$ cat config.mk
export PLATFORM = sky130hd
export DESIGN_NAME = multicycle_microprocessor
export DESIGN_NICKNAME = d
export VERILOG_FILES = /design/src/rtl/mp_pkg.sv /design/src/rtl/reg_file_param.sv /design/src/rtl/multicycle_microprocessor.sv
export SDC_FILE = /design/constraint.sdc
export NUM_CORES = 1
export LEC_CHECK = 0
export BUFFER_PORTS_ARGS = -buffer_cell sky130_fd_sc_hd__buf_2
export CELL_PAD_IN_SITES_DETAIL_PLACEMENT = 1
export CELL_PAD_IN_SITES_GLOBAL_PLACEMENT = 1
export CORE_MARGIN = 5
export CORE_UTILIZATION = 57
export DETAILED_ROUTE_END_ITERATION = 10
export PLACE_DENSITY_LB_ADDON = 0.1
export SLEW_MARGIN = 20
export SYNTH_ARGS = -nofsm -noshare
export SYNTH_HDL_FRONTEND = slang
export SYNTH_HIERARCHICAL = 1
export SYNTH_SLANG_ARGS = --single-unit
$ cat constraint.sdc
create_clock -name CLK -period 6.15 [get_ports CLK]
set_clock_uncertainty 0.15 [all_clocks]
set_input_delay 0.9225 -clock CLK [delete_from_list [all_inputs] [get_ports CLK]]
set_output_delay 0.9225 -clock CLK [all_outputs]
set_load 0.03 [all_outputs]
$ cat src/rtl/mp_pkg.sv
// Shared definitions for the multi-cycle core: opcodes, FSM states, instruction width helper.
// Latency: none, compile-time constants only.
// Backpressure: none, no datapath of its own.
package mp_pkg;

  localparam logic [1:0] OP_ADD = 2'b00;
  localparam logic [1:0] OP_LW  = 2'b01;
  localparam logic [1:0] OP_SW  = 2'b10;
  localparam logic [1:0] OP_BEQ = 2'b11;

  typedef enum logic [1:0] {
    S_FETCH = 2'd0,
    S_EXEC  = 2'd1,
    S_MEM   = 2'd2,
    S_WB    = 2'd3
  } state_t;

  // Two opcode bits followed by three register-sized fields (rs, rt, rd/imm).
  function automatic int instr_width(input int reg_aw);
    return 2 + 3 * reg_aw;
  endfunction

endpackage

$ cat src/rtl/reg_file_param.sv
// Register file: 2 asynchronous read ports, 1 synchronous write port, no hardwired zero.
// Latency: reads combinational, write visible the cycle after the write edge.
// Backpressure: none; a write is taken whenever we is high and reset is released.
module reg_file_param
  import mp_pkg::*;
#(
  parameter int DATA_W = 8,
  parameter int REG_AW = 2
) (
  input  logic              CLK,
  input  logic              reset,
  input  logic              we,
  input  logic [REG_AW-1:0] waddr,
  input  logic [DATA_W-1:0] wdata,
  input  logic [REG_AW-1:0] raddr_a,
  input  logic [REG_AW-1:0] raddr_b,
  output logic [DATA_W-1:0] rdata_a,
  output logic [DATA_W-1:0] rdata_b
);

  localparam int NREG = 1 << REG_AW;

  logic [DATA_W-1:0] regs [NREG];

  // Clear wins over a coincident write so a reset cancels an in-flight write-back.
  always_ff @(posedge CLK) begin
    if (!reset) begin
      for (int i = 0; i < NREG; i++) begin
        regs[i] <= '0;
      end
    end else if (we) begin
      regs[waddr] <= wdata;
    end
  end

  assign rdata_a = regs[raddr_a];
  assign rdata_b = regs[raddr_b];

endmodule

$ cat src/rtl/multicycle_microprocessor.sv
// Multi-cycle four-opcode core (ADD/LW/SW/BEQ) with fetch handshake and write-back observation port.
// Latency from fetch accept to next request: ADD 3, LW 4, SW 3, BEQ 2 cycles; wb_valid at +2 (ADD) / +3 (LW).
// Backpressure: only the fetch stalls (waits in FETCH until instr_valid); every other state takes one cycle.
module multicycle_microprocessor
  import mp_pkg::*;
#(
  parameter  int DATA_W  = 8,
  parameter  int REG_AW  = 2,
  parameter  int DMEM_AW = 5,
  parameter  int PC_W    = 8,
  localparam int INSTR_W = instr_width(REG_AW)
) (
  input  logic               CLK,
  input  logic               reset,
  output logic               instr_req,
  output logic [PC_W-1:0]    instr_addr,
  input  logic               instr_valid,
  input  logic [INSTR_W-1:0] instr,
  output logic               wb_valid,
  output logic [REG_AW-1:0]  wb_reg,
  output logic [DATA_W-1:0]  wb_data
);

  localparam int DMEM_N = 1 << DMEM_AW;

  state_t             state;
  state_t             state_nxt;
  logic [PC_W-1:0]    pc;
  logic [INSTR_W-1:0] ir;
  logic               run;
  logic [DATA_W-1:0]  res_q;
  logic [DATA_W-1:0]  st_q;
  logic [DMEM_AW-1:0] addr_q;
  logic [REG_AW-1:0]  dst_q;
  logic [DATA_W-1:0]  dmem [DMEM_N];

  // Instruction fields, always taken from the latched IR.
  logic [1:0]         op;
  logic [REG_AW-1:0]  rs;
  logic [REG_AW-1:0]  rt;
  logic [REG_AW-1:0]  rd_imm;

  assign op     = ir[INSTR_W-1 -: 2];
  assign rs     = ir[3*REG_AW-1 -: REG_AW];
  assign rt     = ir[2*REG_AW-1 -: REG_AW];
  assign rd_imm = ir[REG_AW-1:0];

  logic [DATA_W-1:0]  rs_val;
  logic [DATA_W-1:0]  rt_val;
  logic               rf_we;

  // Write happens on the edge that leaves WB.
  assign rf_we = (state == S_WB);

  reg_file_param #(
    .DATA_W (DATA_W),
    .REG_AW (REG_AW)
  ) u_reg_file (
    .CLK     (CLK),
    .reset   (reset),
    .we      (rf_we),
    .waddr   (dst_q),
    .wdata   (res_q),
    .raddr_a (rs),
    .raddr_b (rt),
    .rdata_a (rs_val),
    .rdata_b (rt_val)
  );

  // Sign-extended immediate in the two address spaces that use it.
  logic [DMEM_AW-1:0] imm_dm;
  logic [PC_W-1:0]    imm_pc;
  logic [DMEM_AW-1:0] ea;
  logic [PC_W-1:0]    pc_inc;
  logic               take_br;

  assign imm_dm  = DMEM_AW'($signed(rd_imm));
  assign imm_pc  = PC_W'($signed(rd_imm));
  // Only the low DMEM_AW bits of rs matter for an address taken modulo the memory depth.
  assign ea      = DMEM_AW'(rs_val) + imm_dm;
  assign pc_inc  = pc + PC_W'(1);
  assign take_br = (op == OP_BEQ) && (rs_val == rt_val);

  // run holds instr_req low for the first cycle after reset is released.
  logic fetch_acc;

  assign instr_req  = run && (state == S_FETCH);
  assign instr_addr = pc;
  assign fetch_acc  = instr_req && instr_valid;

  assign wb_valid = (state == S_WB);
  assign wb_reg   = wb_valid ? dst_q : '0;
  assign wb_data  = wb_valid ? res_q : '0;

  // FSM state register.
  always_ff @(posedge CLK) begin
    if (!reset) begin
      state <= S_FETCH;
    end else begin
      state <= state_nxt;
    end
  end

  // FSM next-state: fetch waits for the handshake, every other state advances unconditionally.
  always_comb begin
    state_nxt = state;
    unique case (state)
      S_FETCH: begin
        if (fetch_acc) begin
          state_nxt = S_EXEC;
        end
      end
      S_EXEC: begin
        if (op == OP_ADD) begin
          state_nxt = S_WB;
        end else if ((op == OP_LW) || (op == OP_SW)) begin
          state_nxt = S_MEM;
        end else begin
          state_nxt = S_FETCH;
        end
      end
      S_MEM: begin
        state_nxt = (op == OP_LW) ? S_WB : S_FETCH;
      end
      S_WB: begin
        state_nxt = S_FETCH;
      end
    endcase
  end

  // Datapath: IR capture, ALU/address latch and PC update in EXEC, load capture in MEM.
  always_ff @(posedge CLK) begin
    if (!reset) begin
      run    <= 1'b0;
      pc     <= '0;
      ir     <= '0;
      res_q  <= '0;
      st_q   <= '0;
      addr_q <= '0;
      dst_q  <= '0;
    end else begin
      run <= 1'b1;
      unique case (state)
        S_FETCH: begin
          if (fetch_acc) begin
            ir <= instr;
          end
        end
        S_EXEC: begin
          pc     <= take_br ? (pc_inc + imm_pc) : pc_inc;
          addr_q <= ea;
          st_q   <= rt_val;
          if (op == OP_ADD) begin
            res_q <= rs_val + rt_val;
            dst_q <= rd_imm;
          end else begin
            dst_q <= rt;
          end
        end
        S_MEM: begin
          if (op == OP_LW) begin
            res_q <= dmem[addr_q];
          end
        end
        S_WB: begin
        end
      endcase
    end
  end

  // Data memory: resets to an identity pattern; a store commits only on the edge leaving MEM.
  always_ff @(posedge CLK) begin
    if (!reset) begin
      for (int i = 0; i < DMEM_N; i++) begin
        dmem[i] <= DATA_W'(i);
      end
    end else if ((state == S_MEM) && (op == OP_SW)) begin
      dmem[addr_q] <= st_q;
    end
  end

endmodule

Yosys cells after proc, flatten, opt, wreduce, memory -nomap -nowiden
Memory sizes are Yosys's and may differ from the RTL's. A register that Yosys moved wholly into a read port is not among the register bits.
Cells that the tools add are included.

word-level totals
  flip-flop bits (word level) = 42
  RAM bits = 288
  bits of input ports = 11
  output and inout bits = 20
  memories kept = 2

memories
  memory           depth  bits a word  rd ports  clocked after Yosys merged registers in  write ports  RTL line                         text
  dmem             32     8            1         1                                        32           multicycle_microprocessor.sv:35  logic [DATA_W-1:0] dmem [DMEM_N];
  u_reg_file.regs  4      8            2         2                                        4            reg_file_param.sv:23             logic [DATA_W-1:0] regs [NREG];

operators by class
  add/sub/neg operators = 4
  equality and inequality tests = 10
  multiplexer cells = 32
  reductions and logical operators = 12

operators by type and width
  cell                                                 number
  2-to-1 mux 8 bit                                     6
  2-to-1 mux 2 bit                                     11
  adder 8 bit                                          2
  case mux 8 bit (2 select lines)                      1
  OR reduction 8 bit                                   2
  2-to-1 mux 5 bit                                     3
  2-to-1 mux 1 bit                                     10
  adder 8 x 1 -> 8 bit, second input constant          1
  equality test 2 bit, second input constant           4
  equality test 8 bit                                  1
  case mux 2 bit (4 select lines)                      1
  != test 2 bit, second input constant                 3
  adder 5 bit                                          1
  equality test 2 x 1 -> 1 bit, second input constant  2
  logical AND 1 bit                                    4
  zero test 2 bit                                      2
  AND reduction 3 bit                                  1
  AND reduction 2 bit                                  1
  nonzero test 2 bit                                   1
  logical OR 1 bit                                     1

Longest topological paths before layout
  word-level depth = 7
  depth in mapped cells = 11
  gate-level depth less buffers = 10

Cells and area by module
The synthesis kept the hierarchy.

modules (own cells, without submodules)
  module                     times used  cells an instance  area an instance (µm²)  sequential area each (µm²)
  multicycle_microprocessor  1           1143               14710.4                 8628.3
  reg_file_param             1           97                 1634.1                  960.9

Worst setup path before layout
Ideal clock, no wire load.

  path type = input -> register
  from = in reset
  to = mem dmem[0][0] (enable)
  library setup time = 0.384 ns
  arrival = 2.523 ns
  path slack = 3.093 ns
  stages on the path = 6
  buffers on the path = 3
  cell sequence = buf_2 -> nand4b_1 -> or3_1 -> buf_2 -> clkbuf_1 -> o21ai_0

RTL lines
  what         RTL line                         text
  from (decl)  multicycle_microprocessor.sv:14  input logic reset,
  to (decl)    multicycle_microprocessor.sv:35

==> impl_results.md <==
- Io pins: 31
- Synth unique cells: 64
- Starting Density: 57.4%
- Final Routed Wirelength: 44800 um
- Number of global-route vias before repair: 10900
- Crit path max-delay cell type: dfxtp_1
- Worst-Skew Late Latency: 0.52 ns
- Yosys top cell area share: 52.9%
- Net Count, Synth: 1274
- First-pass GRT wire length: 67700 um
- IO Port Bufs: 30
- Drt wl/cell: 27.3 um
- Largest family of logic cells by synthesized area: simple AND/OR/NAND/NOR gates
- Count leader, synth: edfxtp_1
- Hold Fails Final Rpt: 0
- CP peak stage delay: 0.67 ns
- Status: complete, no violations
- Pwr dens: 283 nW/um^2
- Final min period: 3.70 ns
- Drt pass-1 iters: 5
- Placer Congestion: 0.868
- Largest area contributor in the netlist: edfxtp_1
- WP data required: 6.39 ns
- Post-synthesis compound-gate area fraction: 5.31%
- Fin nets: 1262
- CTS Root Cell: clkbuf_16
- Adder-Cell Fraction of Synth Area: 1.90%
- HPWL Detailed: 29100 um
- Setup-failing EPs final: 0
- Max_slew headroom: 27.0%
- Die H: 179 um
- CP Launch Type: flop
- RR Endpoint: instr_addr[5]$_SDFFE_PN0P_
- Fmax: 271 MHz
- Post-layout util: 62.3%
- GRT Resource Usage Total: 28.3%
- Non-filler cells, final: 1639
- Sum Neg Setup Slack: 0 ns
- CTS sink count: 335
- Initial antenna violation count: 0
- Cells after Synth: 1240
- Max cap viols: 0
- Longest Clk Path Bufs: 3
- Reg-to-Reg Start: ir[4]$_SDFFE_PN0P_
- Worst Hold Class: reg2reg
- Core region area: 28500 um^2
- Crit-path cells: mux4_2 > ha_1 > nor4b_1 > nand4_1 > or4_1 > nand3b_1 > a21oi_1
- Vias: 10500
- Ranking of synthesized cells by area: edfxtp_1 (53%), mux4_2 (10%), and2_1 (7.7%), dfxtp_1 (5.8%), or3_1 (3.2%)
- Die Area: 32200 um^2
- H-tree levels: 2
- Crit path capture: instr_addr[5]$_SDFFE_PN0P_
- Die Wd: 179 um
- FFs w/ async S/R, synth: 0%
- Growth of design area from synthesis to finish: 8.58%
- Worst reg2reg setup slack: 2.45 ns
- Slew @ Worst Pin: 1.08 ns
- # hold bufs at CTS: 0
- Share of cells above drive strength 1: 15.0%
- Vias per Instance: 6.38
- Postcts setup bufs: 0
- Period utilization: 60.1%
- CP Capture Type: flop
- Post-synth EDFFs: 288
- Simple logic cell fraction of the synthesized area: 17.5%
- Post-DRT Antenna Nets: 0
- Synth Warn #: 6
- XOR/XNOR Fraction of Synth Area: 0.804%
- Synth Register Bits: 335
- Grt ovf: 0
- Post-synth top cells: edfxtp_1 (288), and2_1 (202), or3_1 (84)
- CTS tree: yes
- CTS-repair resized insts: 0
- RSZ-0062 raised after global routing: false
- Placed Area: 16700 um^2
- Clock buffers created by TritonCTS: 36
- Crit-path max FO: 11
- Fin. max-slew vios: 0
- Setup Crit Path Kind: reg2reg
- Synth Area per Inst: 13.2 um^2
- Critical Path Start: ir[4]$_SDFFE_PN0P_
- Reg clk slew, reported paths: 0.06 ns
- DRC viols: 0
- Main synth FF type: edfxtp_1
- Initial DRC Count: 900
- Leakage: 5.93 nW
- Dpl cells: 1574
- Largest net degree at the start of global routing: 62
- Netlist Area Pre-Place: 16300 um^2
- Register area share after synthesis: 58.7%
- Design area: 17700 um^2
- Mux contribution to synthesized area: 12.6%
- FP Rows: 62
- Arrival time of the worst setup path: 3.93 ns
- Reg2Reg Depth: 7
- Maximum VDD drop: 182 uV
==> worst max-delay path, delay by kind of cell, from the launching register on <==
kind | cells | cell delay [ns]
and+or+nand+nor | 4 | 1.66
muxes | 1 | 0.62
adders and majority gates | 1 | 0.41
DFF | 1 | 0.67
AOI/OAI and AO/OA | 1 | 0.06
==> per-layer routing <==
layer  up-vias  part of all wire (%)  global-route usage (%)
li1       4603                     -                       -
met2       382                    50                    48.3
met3        87                   6.2                    4.41
met4         0                   3.8                    10.9
met5         -                     0                       0
met1      5382                    40                    36.9
==> report_power, final <==
group / leakage, nW / internal [mW] / switching, mW
clock network: 0.520 / 1.11 / 0.882
logic: 2.34 / 0.160 / 0.262
registers: 3.08 / 2.53 / 0.0929
==> cells in the final DEF, fill, tap and decap left out, types with 24 or more instances in the layout <==
| cell type | instances |
|---|---|
| a21oi_1 | 33 |
| and2_1 | 202 |
| buf_2 | 30 |
| clkbuf_16 | 36 |
| dfxtp_1 | 41 |
| edfxtp_1 | 288 |
| mux4_2 | 73 |
| nand2_1 | 82 |
| nor2_1 | 60 |
| o21ai_0 | 31 |
| o21ai_1 | 24 |
| or3_1 | 84 |
==> worst min-delay path by stage <==
stage	depth (start not counted)	start	slack, ns	end
3_3_place_gp	2	instr_addr[7]$_SDFFE_PN0P_	0.31	instr_addr[7]$_SDFFE_PN0P_
2_1_floorplan	2	ir[5]$_SDFFE_PN0P_	0.29	ir[5]$_SDFFE_PN0P_
6_report	2	instr_addr[7]$_SDFFE_PN0P_	0.33	instr_addr[7]$_SDFFE_PN0P_
4_1_cts	2	instr_addr[7]$_SDFFE_PN0P_	0.33	instr_addr[7]$_SDFFE_PN0P_
3_5_place_dp	2	instr_addr[7]$_SDFFE_PN0P_	0.32	instr_addr[7]$_SDFFE_PN0P_
5_1_grt	2	instr_addr[7]$_SDFFE_PN0P_	0.35	instr_addr[7]$_SDFFE_PN0P_
==> state kept, by name, summed over array words and instances, names as in the netlist, named ones only <==
name	count
dmem	256
ir	8
res_q	8
addr_q	5
run	1
instr_addr	8
u_reg_file/regs	32
dst_q	2
st_q	8
state	2
==> area by class of cell <==
cell class | instances | area, um^2
Clock inverter | 18 | 101
Antenna cell | 1 | 2.50
Multi-Input combinational cell | 787 | 6230
Fill cell | 2733 | 10700
Sequential cell | 335 | 9600
Tap cell | 384 | 480
Inverter | 16 | 60.1
Clock buffer | 46 | 958
Timing Repair Buffer | 52 | 315
==> cells by family after synthesis <==
family,count (synthesis)
AO/OA/AOI/OAI,143
adder cells (fa/ha/maj),23
AND/OR/NAND/NOR,509
multiplexers,97
buffers and inverters,118
flip-flops,335
XOR/XNOR,15
==> through the flow <==
step	worst slack (ns)	power, mW	hold slack, ns
floorplan	3.09	2.92	0.285
global placement	2.49	3.06	0.314
detailed placement	2.48	3.08	0.324
CTS	2.46	5.05	0.333
global route	2.20	5.19	0.347
finish	2.45	5.03	0.331
(Power assumes the default switching activity.)
